File: src/rtl/multiboot_scheduler.sv
// Warm-reboot arbiter: unlock key, round-robin grant, slot lookup, holdoff, ICAP pulse.
// Optional watchdog forced reboot to slot 0 is enabled by defining MBT_WATCHDOG_EN.
//
// state   | meaning
// S_IDLE  | waiting for an armed request (or watchdog expiry)
// S_HOLD  | holdoff countdown, abortable
// S_FIRE  | one-cycle reboot pulse
// S_GUARD | address held while the sequencer streams its commands
module multiboot_scheduler #(
  parameter int          NREQ         = 4,
  parameter int          HOLDOFF      = 1024,
  parameter int          GUARD        = 32,
  parameter logic [23:0] DEFAULT_ADDR = 24'h098000
`ifdef MBT_WATCHDOG_EN
  , parameter int        WD_LIMIT     = 1 << 24
`endif
) (
  input  logic              clk_icap,
  input  logic              rst_n,
  input  logic [NREQ-1:0]   req,
  input  logic [3*NREQ-1:0] req_slot,
  input  logic              tbl_we,
  input  logic [2:0]        tbl_idx,
  input  logic [23:0]       tbl_addr,
  input  logic              key_we,
  input  logic [7:0]        key_data,
  input  logic              abort,
`ifdef MBT_WATCHDOG_EN
  input  logic              wd_kick,
  output logic              wd_fired,
`endif
  output logic [NREQ-1:0]   grant,
  output logic              busy,
  output logic              armed,
  output logic              mbt_reboot,
  output logic [23:0]       mbt_spi_addr
);
  localparam int PW   = (NREQ > 1) ? $clog2(NREQ) : 1;
  localparam int TMAX = (HOLDOFF > GUARD) ? HOLDOFF : GUARD;
  localparam int CW   = $clog2(TMAX + 1);

  typedef enum logic [1:0] {S_IDLE, S_HOLD, S_FIRE, S_GUARD} state_t;
  typedef enum logic [1:0] {K0, K1, K_ARMED} key_t;

  state_t        state, state_nxt;
  key_t          key_st, key_nxt;
  logic [CW-1:0] tmr, tmr_nxt;
  logic [PW-1:0] ptr, winner, rr_idx;
  logic [23:0]   slot_tbl [8];
  logic          found, start_req, start_wd, tmr_zero;

  assign tmr_zero   = (tmr == '0);
  assign busy       = (state != S_IDLE);
  assign armed      = (key_st == K_ARMED);
  assign mbt_reboot = (state == S_FIRE);

  // Round-robin search starting at ptr.
  always_comb begin
    found  = 1'b0;
    winner = '0;
    rr_idx = '0;
    for (int k = 0; k < NREQ; k++) begin
      rr_idx = PW'((int'(ptr) + k) % NREQ);
      if (!found && req[rr_idx]) begin
        found  = 1'b1;
        winner = rr_idx;
      end
    end
  end

`ifdef MBT_WATCHDOG_EN
  localparam int WW = $clog2(WD_LIMIT + 1);
  logic [WW-1:0] wd_cnt;

  assign start_wd = (state == S_IDLE) && (wd_cnt == WW'(WD_LIMIT));

  // Counter saturates at the limit so an expiry during a busy period fires on return to IDLE.
  always_ff @(posedge clk_icap or negedge rst_n) begin
    if (!rst_n) begin
      wd_cnt   <= '0;
      wd_fired <= 1'b0;
    end else begin
      if (wd_kick || start_wd)
        wd_cnt <= '0;
      else if (wd_cnt != WW'(WD_LIMIT))
        wd_cnt <= wd_cnt + 1'b1;
      if (start_wd)
        wd_fired <= 1'b1;
    end
  end
`else
  assign start_wd = 1'b0;
`endif

  assign start_req = (state == S_IDLE) && armed && found && !start_wd;

  always_comb begin
    state_nxt = state;
    tmr_nxt   = tmr;
    case (state)
      S_IDLE:
        if (start_req || start_wd) begin
          state_nxt = S_HOLD;
          tmr_nxt   = CW'(HOLDOFF - 1);
        end
      S_HOLD:
        if (abort)         state_nxt = S_IDLE;
        else if (tmr_zero) state_nxt = S_FIRE;
        else               tmr_nxt   = tmr - 1'b1;
      S_FIRE: begin
        state_nxt = S_GUARD;
        tmr_nxt   = CW'(GUARD - 1);
      end
      S_GUARD:
        if (tmr_zero) state_nxt = S_IDLE;
        else          tmr_nxt   = tmr - 1'b1;
      default: state_nxt = S_IDLE;
    endcase
  end

  // Abort outranks a same-cycle key write; FIRE/GUARD ignore abort entirely.
  always_comb begin
    key_nxt = key_st;
    if ((abort && (state == S_IDLE || state == S_HOLD)) || (state == S_GUARD && tmr_zero))
      key_nxt = K0;
    else if (key_we) begin
      case (key_st)
        K0:      key_nxt = (key_data == 8'hA5) ? K1 : K0;
        K1:      key_nxt = (key_data == 8'h5A) ? K_ARMED : K0;
        default: key_nxt = key_st;
      endcase
    end
  end

  always_ff @(posedge clk_icap or negedge rst_n) begin
    if (!rst_n) begin
      state  <= S_IDLE;
      key_st <= K0;
      tmr    <= '0;
    end else begin
      state  <= state_nxt;
      key_st <= key_nxt;
      tmr    <= tmr_nxt;
    end
  end

  always_ff @(posedge clk_icap or negedge rst_n) begin
    if (!rst_n) begin
      grant        <= '0;
      ptr          <= '0;
      mbt_spi_addr <= DEFAULT_ADDR;
      slot_tbl[0]  <= 24'h000000;
      for (int i = 1; i < 8; i++) slot_tbl[i] <= DEFAULT_ADDR;
    end else begin
      if (tbl_we)
        slot_tbl[tbl_idx] <= tbl_addr;
      if (start_wd) begin
        grant        <= '0;
        mbt_spi_addr <= slot_tbl[0];
      end else if (start_req) begin
        grant        <= NREQ'(1) << winner;
        mbt_spi_addr <= slot_tbl[req_slot[3*winner +: 3]];
        ptr          <= (int'(winner) == NREQ - 1) ? '0 : winner + 1'b1;
      end else if (busy && state_nxt == S_IDLE) begin
        grant <= '0;
      end
    end
  end
endmodule

File: config.mk
export PLATFORM = sky130hd
export DESIGN_NAME = multiboot_scheduler
export DESIGN_NICKNAME = d
export VERILOG_FILES = /design/src/rtl/multiboot_scheduler.sv
export SDC_FILE = /design/constraint.sdc
export NUM_CORES = 1
export LEC_CHECK = 0
export ABC_CLOCK_PERIOD_IN_PS = 4000
export CORE_MARGIN = 2
export CORE_UTILIZATION = 60
export DETAILED_ROUTE_END_ITERATION = 7
export GPL_ROUTABILITY_DRIVEN = 0
export PLACE_DENSITY = 0.82
export SETUP_SLACK_MARGIN = 0.2
export SLEW_MARGIN = 20
export SYNTH_ARGS = -nofsm -noshare
export SYNTH_HDL_FRONTEND = slang
export SYNTH_SLANG_ARGS = --single-unit
File: constraint.sdc
create_clock -name clk_icap -period 4 [get_ports clk_icap]
set_clock_uncertainty 0.2 [all_clocks]
set_input_delay 0.6 -clock clk_icap [delete_from_list [all_inputs] [get_ports clk_icap]]
set_output_delay 0.6 -clock clk_icap [all_outputs]
set_load 0.05 [all_outputs]
==> out/qor.txt <==
run status -> completed
Die ar. -> 20,300 sq um
Area Overhead vs Synth -> 17.8%
worst-path maximum fanout -> 28
Avg WL per Cell -> 21.6 microns
die width -> 142 microns
DP Area -> 12,700 sq um
Yosys reg bits -> 237
final worst-path cycle share -> 0.815
crit end category -> flip-flop
initial antenna violation count -> 0
Antenna Violating Nets Remaining -> 0
most frequent cells in the layout -> dfrtp_1, mux2_2, a21oi_1, nand3_1, clkdlybuf4s50_1
Detailed Routing Iterations Pass 1 -> 5
RSZ-0062 raised after global routing -> no
Fillers -> 1,268
Max-Slew Margin vs Limit -> 0.545
Die Y -> 142 microns
TritonCTS Buffers -> 25
Post-Syn Area -> 11,500 sq um
max cap viols -> 0
starting density of the core -> 0.613
worst min path class -> reg2reg
most common cell after layout, fill and taps aside -> dfrtp_1
Slew Viols, Final -> 0
Root Driver -> clkbuf_16
vias in the first global route -> 8,963
total track usage -> 0.292
dpl hpwl -> 17.1 mm
vias per cell -> 6.56
Finish-stage setup viols -> 0
core box area -> 18,800 sq um
Final nets -> 1,162
Pwr Total -> 6.76 mW
FMAX -> 307 MHz
Synth Flop Type -> dfrtp_1
Syn Nets -> 1,100
PnR worst setup slack -> 0.739 ns
Mapped Avg Cell Area -> 11.1 sq um
CTS Buffer Depth -> 3
Num Clock Sinks -> 237
CTS tree -> yes
Cell variety after synth -> 57
H-tree depth -> 1
1st-iter DRT viols -> 762
DR vias -> 8,887
Arr. time, crit path -> 3.47 ns
DRT Wirelength -> 29.3 mm
power per cell area -> 499 nW/um^2
worst setup path category -> in2reg
worst vdd ir -> 0.000385 V
type of origin of the critical path -> input port
IO Port Bufs -> 86
Synth warnings -> 0
# rows -> 50
share of cells above drive strength 1 -> 0.286
register area share after synthesis -> 0.518
Post-Synthesis Cells -> 1,039
fin area -> 13,500 sq um
gr ovfl total -> 0
Least-Margin Pin Slew -> 0.683 ns
Tmin final -> 3.26 ns
Leak -> 5.63 nW
n_diodes -> 0
Residual DRC -> 0
I/O pins -> 87
setup TNS -> 0 ns
first-pass GRT wire length -> 47.1 mm
Clock Latency Late Sink -> 0.53 ns
Critical Path RT -> 4.21 ns
clock-pin transition on the worst setup and hold timing paths -> 0.06 ns
asr flop ratio synth -> 1.00
largest net degree at the start of global routing -> 95
Final Hold Vio Count -> 0
Post-synth EDFFs -> 0
worst slack at placement -> 0.274 ns
Setup Fix Bufs, Post-CTS -> 0
==> per-layer routing <==
| metal | track usage | wire [microns] | up-vias |
|---|---|---|---|
| li1 | - | - | 3930 |
| met1 | 0.408 | 12200 | 4476 |
| met2 | 0.477 | 14000 | 399 |
| met3 | 0.0427 | 2190 | 82 |
| met4 | 0.0959 | 831 | 0 |
| met5 | 0 | 0 | - |
==> final cells by class <==
cell class | count | area, sq um | share of cell area
multi-input combinational | 703 | 5110 | 0.377
sequential | 237 | 5960 | 0.440
clock buffer | 34 | 699 | 0.0516
tap | 234 | 293 | 0.0216
timing repair buffer | 123 | 1260 | 0.0929
clock inverter | 12 | 188 | 0.0139
inverter | 11 | 42.5 | 0.00314
==> worst max-delay path, cell delays in order <==
cell and delay, ns:
clkdlybuf4s50_1 0.70, and4b_1 0.27, a21o_1 0.18, o21ai_1 0.28
and3_2 0.42, buf_4 0.35, o21ai_0 0.12, a21oi_1 0.13
nor3_1 0.07, o31ai_1 0.32
==> where the power goes <==
part	internal [mW]	switching, mW
clock network	1.54	0.951
registers	2.86	0.221
logic	0.597	0.582
==> cell families after synthesis <==
| family | synth area share |
|---|---|
| mux | 0.195 |
| xor+xnor | 0.000762 |
| simple gates | 0.108 |
| flops | 0.518 |
| compound gates | 0.129 |
| buf+inv | 0.0439 |
| fa+ha+maj | 0.00544 |
==> registers in the layout, summed over array words and instances, names as in the netlist <==
register	count
tmr	11
mbt_spi_addr	24
ptr	2
grant	4
key_st	2
slot_tbl	192
state	2
==> path summary, 6_finish.rpt <==
check                      cells past startpoint                to              from  slack [ns]
setup reg to reg                               9  mbt_spi_addr[20]            ptr[1]        1.10
setup / recovery                              10  mbt_spi_addr[20]            req[3]        0.74
hold reg to reg                                2  mbt_spi_addr[22]  mbt_spi_addr[22]        0.27
min in group asynchronous                      2      slot_tbl[82]             rst_n        0.41
max in group asynchronous                      3     slot_tbl[148]             rst_n        2.20
hold / removal                                 2  mbt_spi_addr[22]  mbt_spi_addr[22]        0.27
==> cells in the mapped netlist (8+ instances only) <==
master | number | area, sq um
buf_2 | 25 | 125
dfstp_2 | 24 | 631
nand3_1 | 101 | 505
nand2_1 | 35 | 131
clkbuf_1 | 41 | 154
mux2_2 | 193 | 2170
o21ai_1 | 27 | 135
buf_4 | 9 | 67.6
dfrtp_1 | 213 | 5330
nor3_1 | 53 | 265
a21oi_1 | 106 | 531
o31ai_1 | 23 | 173
o21ai_0 | 73 | 365
inv_1 | 9 | 33.8
nor2_1 | 10 | 37.5
buf_6 | 8 | 90.1
==> stage by stage <==
step                cells  utilization  hold WS, ns
finish               1354        0.722        0.274
CTS                  1354        0.722        0.281
floorplan            1039            -        0.104
global placement     1307        0.674        0.260
global route         1354        0.722        0.308
detailed placement   1307        0.674        0.265
==> timing repair <==
item | in CTS | in global routing
hold buffers | 1 | 0
resized for setup | 0 | 0
hold endpoints to repair | 47 | 0
Power figures use the tool's default switching activity.
